File: config.mk
export PLATFORM = sky130hd
export DESIGN_NAME = booth_div_nr
export DESIGN_NICKNAME = d
export VERILOG_FILES = /design/src/rtl/booth_div_nr.sv
export SDC_FILE = /design/constraint.sdc
export NUM_CORES = 1
export LEC_CHECK = 0
export ABC_AREA = 1
export BUFFER_PORTS_ARGS = -buffer_cell sky130_fd_sc_hd__buf_2
export CAP_MARGIN = 10
export CORE_MARGIN = 10
export CORE_UTILIZATION = 45
export CTS_CLUSTER_SIZE = 16
export DETAILED_ROUTE_END_ITERATION = 8
export PLACE_DENSITY_LB_ADDON = 0.15
export SLEW_MARGIN = 0
export SYNTH_ARGS = -nofsm -noshare
export SYNTH_HDL_FRONTEND = slang
export SYNTH_SLANG_ARGS = --single-unit
File: constraint.sdc
create_clock -name clk -period 3.4 [get_ports clk]
set_clock_uncertainty 0.15 [all_clocks]
set_input_delay 0.68 -clock clk [delete_from_list [all_inputs] [get_ports clk]]
set_output_delay 0.68 -clock clk [all_outputs]
set_load 0.02 [all_outputs]
File: src/rtl/booth_div_nr.sv
// ---------------------------------------------------------------------------
// booth_div_nr
//
// Purpose:
//   Sequential signed radix-2 non-restoring divider. This is the companion to
//   the radix-4 Booth multiplier in the same arithmetic datapath. It takes a
//   two's-complement dividend and divisor and, after a fixed number of
//   iterations, returns a quotient truncated toward zero and a remainder
//   whose sign follows the dividend. Operand magnitudes are divided unsigned,
//   and the signs are re-applied in a final fix-up cycle.
//
// Parameters:
//   WIDTH       operand / quotient / remainder width, two's complement (2..32)
//
// Ports:
//   clk          in   rising-edge clock
//   resetn       in   asynchronous active-low reset
//   start        in   request, sampled only while busy=0
//   dividend     in   [WIDTH-1:0] signed dividend, captured when start is accepted
//   divisor      in   [WIDTH-1:0] signed divisor, captured when start is accepted
//   busy         out  operation in progress; start is ignored while high
//   valid        out  one-cycle pulse; quotient/remainder/div_by_zero updated
//   quotient     out  [WIDTH-1:0] signed quotient
//   remainder    out  [WIDTH-1:0] signed remainder
//   div_by_zero  out  high together with valid when the divisor was zero
//
// Configuration macro:
//   BOOTH_DIV_DZ_BYPASS_EN  when defined, a zero divisor skips the iteration
//                           phase and completes two edges after start. When
//                           undefined, every operand takes WIDTH+2 edges.
//                           Result values are identical in both builds.
// ---------------------------------------------------------------------------
module booth_div_nr #(
    parameter int WIDTH = 4
) (
    input  logic             clk,
    input  logic             resetn,
    input  logic             start,
    input  logic [WIDTH-1:0] dividend,
    input  logic [WIDTH-1:0] divisor,
    output logic             busy,
    output logic             valid,
    output logic [WIDTH-1:0] quotient,
    output logic [WIDTH-1:0] remainder,
    output logic             div_by_zero
);

    localparam int CNT_W = $clog2(WIDTH);

    typedef enum logic [1:0] {
        IDLE,
        LOAD,
        ITER,
        FIX
    } state_t;

    state_t             r_state;
    state_t             w_nextState;

    // Captured operand information.
    logic [WIDTH-1:0]   r_dividend;
    logic               r_negQuot;
    logic               r_negRem;
    logic               r_divZero;
    logic [WIDTH:0]     r_dMag;

    // Iteration datapath: P is the signed partial remainder, and Q holds the
    // dividend magnitude (shifted up one place) and then collects quotient
    // bits from the bottom.
    logic [WIDTH+1:0]   r_p;
    logic [WIDTH:0]     r_q;
    logic [CNT_W-1:0]   r_count;

    // Result registers.
    logic               r_valid;
    logic [WIDTH-1:0]   r_quotient;
    logic [WIDTH-1:0]   r_remainder;
    logic               r_dbz;

    logic [WIDTH-1:0]   w_dividendMag;
    logic [WIDTH:0]     w_divisorExt;
    logic [WIDTH:0]     w_divisorMag;
    logic [WIDTH+1:0]   w_dExt;
    logic [WIDTH+1:0]   w_pShift;
    logic [WIDTH+1:0]   w_pNext;
    logic [WIDTH:0]     w_qNext;
    logic [WIDTH-1:0]   w_remMag;
    logic [WIDTH-1:0]   w_qSigned;
    logic [WIDTH-1:0]   w_rSigned;

    // Magnitudes of the incoming operands. The dividend magnitude of
    // -2^(WIDTH-1) still fits in WIDTH bits when it is read as unsigned. The
    // divisor is widened by one bit so that its magnitude can be added to the
    // (WIDTH+2)-bit partial remainder without ambiguity.
    always_comb begin
        w_dividendMag = dividend[WIDTH-1] ? (-dividend) : dividend;
        w_divisorExt  = {divisor[WIDTH-1], divisor};
        w_divisorMag  = divisor[WIDTH-1] ? (-w_divisorExt) : w_divisorExt;
    end

    // One non-restoring step: shift {P,Q} left by one, then subtract the
    // divisor magnitude when P was non-negative, otherwise add it back. The
    // new quotient bit is the inverted sign of the updated P. Because the
    // dividend was loaded one place up in Q, bringing in Q's MSB feeds the
    // dividend magnitude bits into P, MSB first, over exactly WIDTH steps.
    always_comb begin
        w_dExt   = {1'b0, r_dMag};
        w_pShift = {r_p[WIDTH:0], r_q[WIDTH]};
        w_pNext  = r_p[WIDTH+1] ? (w_pShift + w_dExt) : (w_pShift - w_dExt);
        w_qNext  = {r_q[WIDTH-1:0], ~w_pNext[WIDTH+1]};
    end

    // Fix-up: restore a negative final remainder, then apply the signs. Only
    // the low WIDTH bits survive, because |remainder| < |divisor| <= 2^(WIDTH-1).
    // The quotient wraps for -2^(WIDTH-1) / -1, as intended.
    always_comb begin
        w_remMag  = r_p[WIDTH+1] ? (r_p[WIDTH-1:0] + r_dMag[WIDTH-1:0])
                                 : r_p[WIDTH-1:0];
        w_qSigned = r_negQuot ? (-r_q[WIDTH-1:0]) : r_q[WIDTH-1:0];
        w_rSigned = r_negRem  ? (-w_remMag)       : w_remMag;
    end

    // State register.
    always_ff @(posedge clk or negedge resetn) begin
        if (!resetn) begin
            r_state <= IDLE;
        end else begin
            r_state <= w_nextState;
        end
    end

    // Next-state logic and busy. The iteration phase ends after WIDTH steps.
    // In the bypass build, a zero divisor goes straight from LOAD to FIX.
    always_comb begin
        w_nextState = r_state;
        busy        = (r_state != IDLE);
        case (r_state)
            IDLE: begin
                if (start) begin
                    w_nextState = LOAD;
                end
            end
            LOAD: begin
`ifdef BOOTH_DIV_DZ_BYPASS_EN
                if (r_divZero) begin
                    w_nextState = FIX;
                end else begin
                    w_nextState = ITER;
                end
`else
                w_nextState = ITER;
`endif
            end
            ITER: begin
                if (r_count == CNT_W'(WIDTH - 1)) begin
                    w_nextState = FIX;
                end
            end
            FIX: begin
                w_nextState = IDLE;
            end
            default: begin
                w_nextState = IDLE;
            end
        endcase
    end

    // Datapath and result registers. The operands are captured on the accepted
    // start edge. LOAD clears the partial remainder and the step counter. ITER
    // runs the division. FIX publishes the results and raises valid for
    // exactly one cycle. Results hold until the next completion.
    always_ff @(posedge clk or negedge resetn) begin
        if (!resetn) begin
            r_dividend  <= '0;
            r_negQuot   <= 1'b0;
            r_negRem    <= 1'b0;
            r_divZero   <= 1'b0;
            r_dMag      <= '0;
            r_p         <= '0;
            r_q         <= '0;
            r_count     <= '0;
            r_valid     <= 1'b0;
            r_quotient  <= '0;
            r_remainder <= '0;
            r_dbz       <= 1'b0;
        end else begin
            r_valid <= 1'b0;
            case (r_state)
                IDLE: begin
                    if (start) begin
                        r_dividend <= dividend;
                        r_negRem   <= dividend[WIDTH-1];
                        r_negQuot  <= dividend[WIDTH-1] ^ divisor[WIDTH-1];
                        r_divZero  <= (divisor == '0);
                        r_dMag     <= w_divisorMag;
                        r_q        <= {w_dividendMag, 1'b0};
                    end
                end
                LOAD: begin
                    r_p     <= '0;
                    r_count <= '0;
                end
                ITER: begin
                    r_p     <= w_pNext;
                    r_q     <= w_qNext;
                    r_count <= r_count + CNT_W'(1);
                end
                FIX: begin
                    r_valid <= 1'b1;
                    r_dbz   <= r_divZero;
                    if (r_divZero) begin
                        r_quotient  <= '1;
                        r_remainder <= r_dividend;
                    end else begin
                        r_quotient  <= w_qSigned;
                        r_remainder <= w_rSigned;
                    end
                end
                default: begin
                    r_valid <= 1'b0;
                end
            endcase
        end
    end

    assign valid       = r_valid;
    assign quotient    = r_quotient;
    assign remainder   = r_remainder;
    assign div_by_zero = r_dbz;

endmodule

Word-level counts from Yosys, hierarchy flattened
Cells that the tools add are included.
{ "totals": {"register_bits": 37, "latchBits": 0, "ramBits": 0, "rom_bits": 0, "out_inout_bits": 11, "elab_cells": 53, "mem_count": 0} }
{ "op_classes": {"n_addsub": 8, "multipliers": 0, "div": 0, "n_lt_le_gt_ge": 0, "eq_ne": 6, "shift": 0, "n_mux": 16, "bitwise": 2, "n_reduce_logical": 8} }
{ "op_table": {"columns": ["operator", "count"], "rows": [
  ["$mux 4", 6],
  ["$neg 4->4", 3],
  ["$pmux 6 s2", 1],
  ["$mux 5", 2],
  ["$pmux 5 s2", 1],
  ["$pmux 2 s4", 1],
  ["$add 6x5->6", 1],
  ["$eq 2x2->1 const B", 3],
  ["$mux 6", 1],
  ["$reduce_and 2->1", 3],
  ["$reduce_bool 2->1", 3],
  ["$sub 6x5->6", 1],
  ["$neg 5->5", 1],
  ["$add 4x4->4", 1],
  ["$logic_not 4->1", 1],
  ["$mux 2", 2],
  ["$ne 2x2->1 const B", 2],
  ["$pmux 2 s2", 1],
  ["$add 2x1->2 const B", 1],
  ["$eq 2x1->1 const B", 1],
  ["$logic_not 2->1", 1],
  ["$mux 1", 1],
  ["$not 1->1", 1],
  ["$xor 1x1->1", 1]
]} }

Depth between registers and ports, before layout
{ "depth": {"word_depth": 5, "ltp_mapped": 14, "ltp_nobuf": 14} }

Worst setup path before layout
No wires, ideal clock.
{ "synth_path": {"kind": "register -> register", "startpoint": "reg r_dMag[1]", "endpoint": "reg r_p[5]", "setup_time_ns": 0.128, "arrival_time_ns": 1.926, "t_required_ns": 3.122, "setup_slack_ns": 1.196, "stages_incl_launch_ff": 13, "n_path_buf": 0, "synth_period_minus_slack_ns": 2.204, "path_cell_list": "dfrtp_1 inv_1 ha_1 nand2_1 o21ai_0 xor2_1 ha_1 nand2_1 or2_2 nand3b_1 nand2_1 nand2_1 o21ai_0"} }
{ "synth_via": {"elab_chain_cells": 3} }
{ "synth_rtl": {"columns": ["item", "line", "text"], "rows": [
  ["start, declared", "65", "logic [WIDTH:0] r_dMag;"],
  ["start signal, assigned", "195", "r_dMag <= w_divisorMag;"],
  ["$sub 6x5->6 or $add 6x5->6 (tied branches)", "109", "w_pNext = r_p[WIDTH+1] ? (w_pShift + w_dExt) : (w_pShift - w_dExt);"],
  ["$mux 6 *", "109", null],
  ["$pmux 6 s2 *", "188", "case (r_state)"],
  ["end signal, assigned", "204", "r_p <= w_pNext;"],
  ["end, declared", "70", "logic [WIDTH+1:0] r_p;"]
]} }
Mark *: on every way between the ends. The rest lies on a longest branch, timed or not.
A chain may end at the register's enable or synchronous reset.

Worst setup path in the final report
Same ends and word-level chain as after synthesis.

==> impl.org <==
** Route
- Count of vias placed by the detailed router :: 1812
- Number of routed nets with antenna violations :: 0
- In the routed design, unresolved DRC markers number 0.
- Routed length per placed instance :: 13.6 um
- Ratio of routed vias to standard cells :: 5.10
- First-pass iteration count of the detailed router :: 4
- Sum of routed wire length over all layers :: 4.84 mm
- For this block, the initial DRC count from the detailed router was 106.

** STA
- Adding up every negative setup slack in the final design gives 0 ns.
- Final Worst Setup Slack :: 0.993 ns
- Post-route fraction of the period consumed by the critical path :: 70.8%
- The clock period could shrink to 2.41 ns.
- Hold is met by 0.333 ns.
- Remaining max-slew budget at the tightest pin :: 45.1%
- Timing would allow up to 415 MHz.
- Unrepaired setup endpoints after global routing :: false
- At the pin with the least slew margin, the transition time is 0.823 ns.
- Final-report max-slew violation count :: 0
- Setup violations remaining at the end of the flow were counted as 0.
- The final number of hold-violating endpoints came to 0.

** Synthesis
- The synthesized netlist devotes 2.02% of its cell area to XOR and XNOR gates.
- The synthesized netlist devotes 15.7% of its cell area to compound gates.
- After Yosys synthesis, full adders, half adders and majority gates account for 11.7% of the synthesized area.
- Multiplexer area fraction after synthesis :: 0%
- Area share of the leading cell type in the synthesized netlist :: 41.5%
- Largest area contributor in the netlist :: dfrtp_1
- Synthesis inferred 36 register bits.
- Largest family of logic cells by synthesized area :: simple AND/OR/NAND/NOR gates
- Synthesis instantiated 30 different standard cells from the library.
- Ys Warns :: 0
- Simple-gate portion of the synthesized area :: 20.6%
- Synthesis produced 274 cells.
- Synth top area cells :: dfrtp_1 42%, nand2_1 11%, ha_1 9.8%, inv_1 7.1%, o21ai_0 6.2%
- Post-synthesis area per instance :: 7.91 sq um
- The cell area that synthesis handed to floorplanning was 2170 sq um.
- The number of nets in the synthesized netlist is 304.
- The share of the Yosys chip area taken by registers is 41.5%.

** Clocking
- Setup Fix Bufs, Post-CTS :: 0
- H-tree levels :: 2
- The clock passes through at most 2 buffers.
- CTS tree :: yes
- Clock tree synthesis inserted a total of 5 buffers.
- Clock latency reported for the late side of the worst-skew pair :: 0.29 ns
- The root buffer cell chosen for the clock tree is clkbuf_8.
- After clock tree synthesis, the flow added hold-fix buffers numbering 0.
- Post-cts resize count :: 0
- CTS saw 36 sinks.
- Clock edge transition at the registers on the reported setup and hold paths :: 0.07 ns

** Hold path
- Class of the tightest hold or removal check :: input pin to asynchronous set/reset pin

** Pwr
- In this run the power density over the cells is 955 nW/um^2.
- The analysis attributes to cell leakage a power of 1.28 nW.
- IR analysis of the VDD net gives a maximum drop of 0.000443 V.
- After layout, the design draws a total of 0.00232 W.

** Placed design
- RePlAce Congestion :: 0.854
- Once placement completed, the tool counted placed cells totaling 347.
- Hpwl dp :: 3.71 mm
- Port buffering added 21 buffers.
- Placement-stage worst setup slack :: 0.992 ns

** Status
- Outcome :: finished clean

** GRT
- Most congested layer reported by global routing :: met2
- Wire length of the first global-routing pass :: 8.14 mm
- M3 GR Usage :: 2.92%
- For met2 alone, demand over resource in global routing was 20.2%.
- Grt ovf :: 0
- Largest net degree at the start of global routing :: 37
- Number of antenna violations at the first check in global routing :: 0
- The via count of the first global-routing pass is 1783.
- Global routing used 17.2% of the available met1 tracks.
- Global-route total usage across every layer :: 13.2%

** Critical path
- Data arrival time of the critical path :: 2.42 ns
- The critical path in this run is classified as flop to flop.
- For the worst setup path, the data required time is 3.42 ns.
- Startpoint types :: flop
- Kind of end point of the critical path :: flop
- Along the worst path, the maximum fanout reaches 6.

** Final layout
- Relative to the synthesized area, the layout overhead comes to 12.2%.
- Filler cell count in the final layout :: 471
- Antenna cells :: 0
- Net count, final :: 330
- Final standard cell count with taps included and fillers excluded :: 355
- Share of layout cells above drive strength 1 :: 12.6%
- Leaving out fill and tap cells, the most frequent cells in the layout are 64 x nand2_1, 41 x inv_1, 36 x dfrtp_1.
- The library cell used most frequently in the layout, excluding fill and tap cells, is nand2_1.

** Run
- The tool flagged a number of max-cap violations equal to 0.

** Die
- In this run the vertical extent of the chip is 89.4 um.
- The core region is 4690 sq um.
- Effective utilization at floorplan :: 46.2%
- Die width :: 89.4 um
- Die Outline Area :: 8000 sq um
- In this run the core area contains 25 standard-cell rows.
- Pin placement for this block handled 22 I/O pins.
## cell families (layout without fill, tap and decap cells)
kind of cell | Yosys count | count (layout)
AO/OA/AOI/OAI | 60 | 60
XOR/XNOR | 5 | 5
adder cells (fa/ha/maj) | 19 | 19
buffers and inverters | 46 | 73
flip-flops | 36 | 36
AND/OR/NAND/NOR | 108 | 108
## flip-flops by register name, indices dropped and copies added (netlist names)
| name | flops |
|---|---|
| r_dividend | 4 |
| quotient | 4 |
| div_by_zero | 1 |
| r_negQuot | 1 |
| r_p | 6 |
| valid | 1 |
| r_count | 2 |
| remainder | 4 |
| r_divZero | 1 |
| r_q | 5 |
| r_dMag | 5 |
| r_state | 2 |
## cells in the mapped netlist
library cell / count
nand2_1: 64
inv_1: 41
dfrtp_1: 36
o21ai_0: 27
nor2_1: 23
a21oi_1: 17
ha_1: 17
nand3_1: 11
o211ai_1: 5
o22ai_1: 4
xor2_1: 3
a22o_1: 2
fa_1: 2
inv_2: 2
nand2_2: 2
nor3_1: 2
o21ai_2: 2
xnor2_1: 2
a22oi_1: 1
a31oi_1: 1
buf_4: 1
buf_6: 1
clkbuf_1: 1
nand3_2: 1
nand3b_1: 1
nand4_1: 1
nor2_2: 1
nor4_1: 1
o41ai_1: 1
or2_2: 1
## where the power goes
group	switching, W	internal, W
clock	0.000156	0.000218
combinational	0.000775	0.000436
sequential	0.000133	0.000606
## final cells by class
cell class	count	area (sq um)	area share [%]
multi-input combinational	192	1080	44.5
timing repair buffer	22	113	4.63
clock inverter	2	35.0	1.44
inverter	43	161	6.63
tap	54	67.6	2.78
clock buffer	6	72.6	2.98
sequential	36	901	37.0
## critical path: stages, from the launching register on
cell and delay [ns]:
dfrtp_1 0.38, inv_1 0.18, ha_1 0.21, nand2_1 0.07, o21ai_0 0.19, xor2_1 0.10
ha_1 0.33, nand2_1 0.08, or2_2 0.29, nand3b_1 0.09, nand2_1 0.06, nand2_1 0.07
o21ai_0 0.09
## per-stage QoR
| stage | util (%) | area [sq um] |
|---|---|---|
| floorplan | - | 2170 |
| global placement | 49.6 | 2330 |
| detailed placement | 49.6 | 2330 |
| CTS | 51.9 | 2430 |
| global route | 51.9 | 2430 |
| finish | 51.9 | 2430 |
## per-layer routing
| metal | wire length [um] | share of wire, % |
|---|---|---|
| met1 | 2350 | 49 |
| met2 | 2190 | 45 |
| met4 | 82 | 1.7 |
| met5 | 0 | 0 |
| met3 | 213 | 4.4 |
## worst paths after layout
| check | startpoint | endpoint | slack [ns] | cells after the start |
|---|---|---|---|---|
| max | r_dMag[1] | r_p[5] | 0.99 | 12 |
| min | resetn | r_p[2] | 0.33 | 1 |
| max reg2reg | r_dMag[1] | r_p[5] | 0.99 | 12 |
| min reg2reg | quotient[2] | quotient[2] | 0.33 | 2 |
| max in group asynchronous | resetn | r_dividend[0] | 2.25 | 1 |
| min in group clk | quotient[2] | quotient[2] | 0.33 | 2 |
Note: power is estimated with default switching activity, not from simulation.
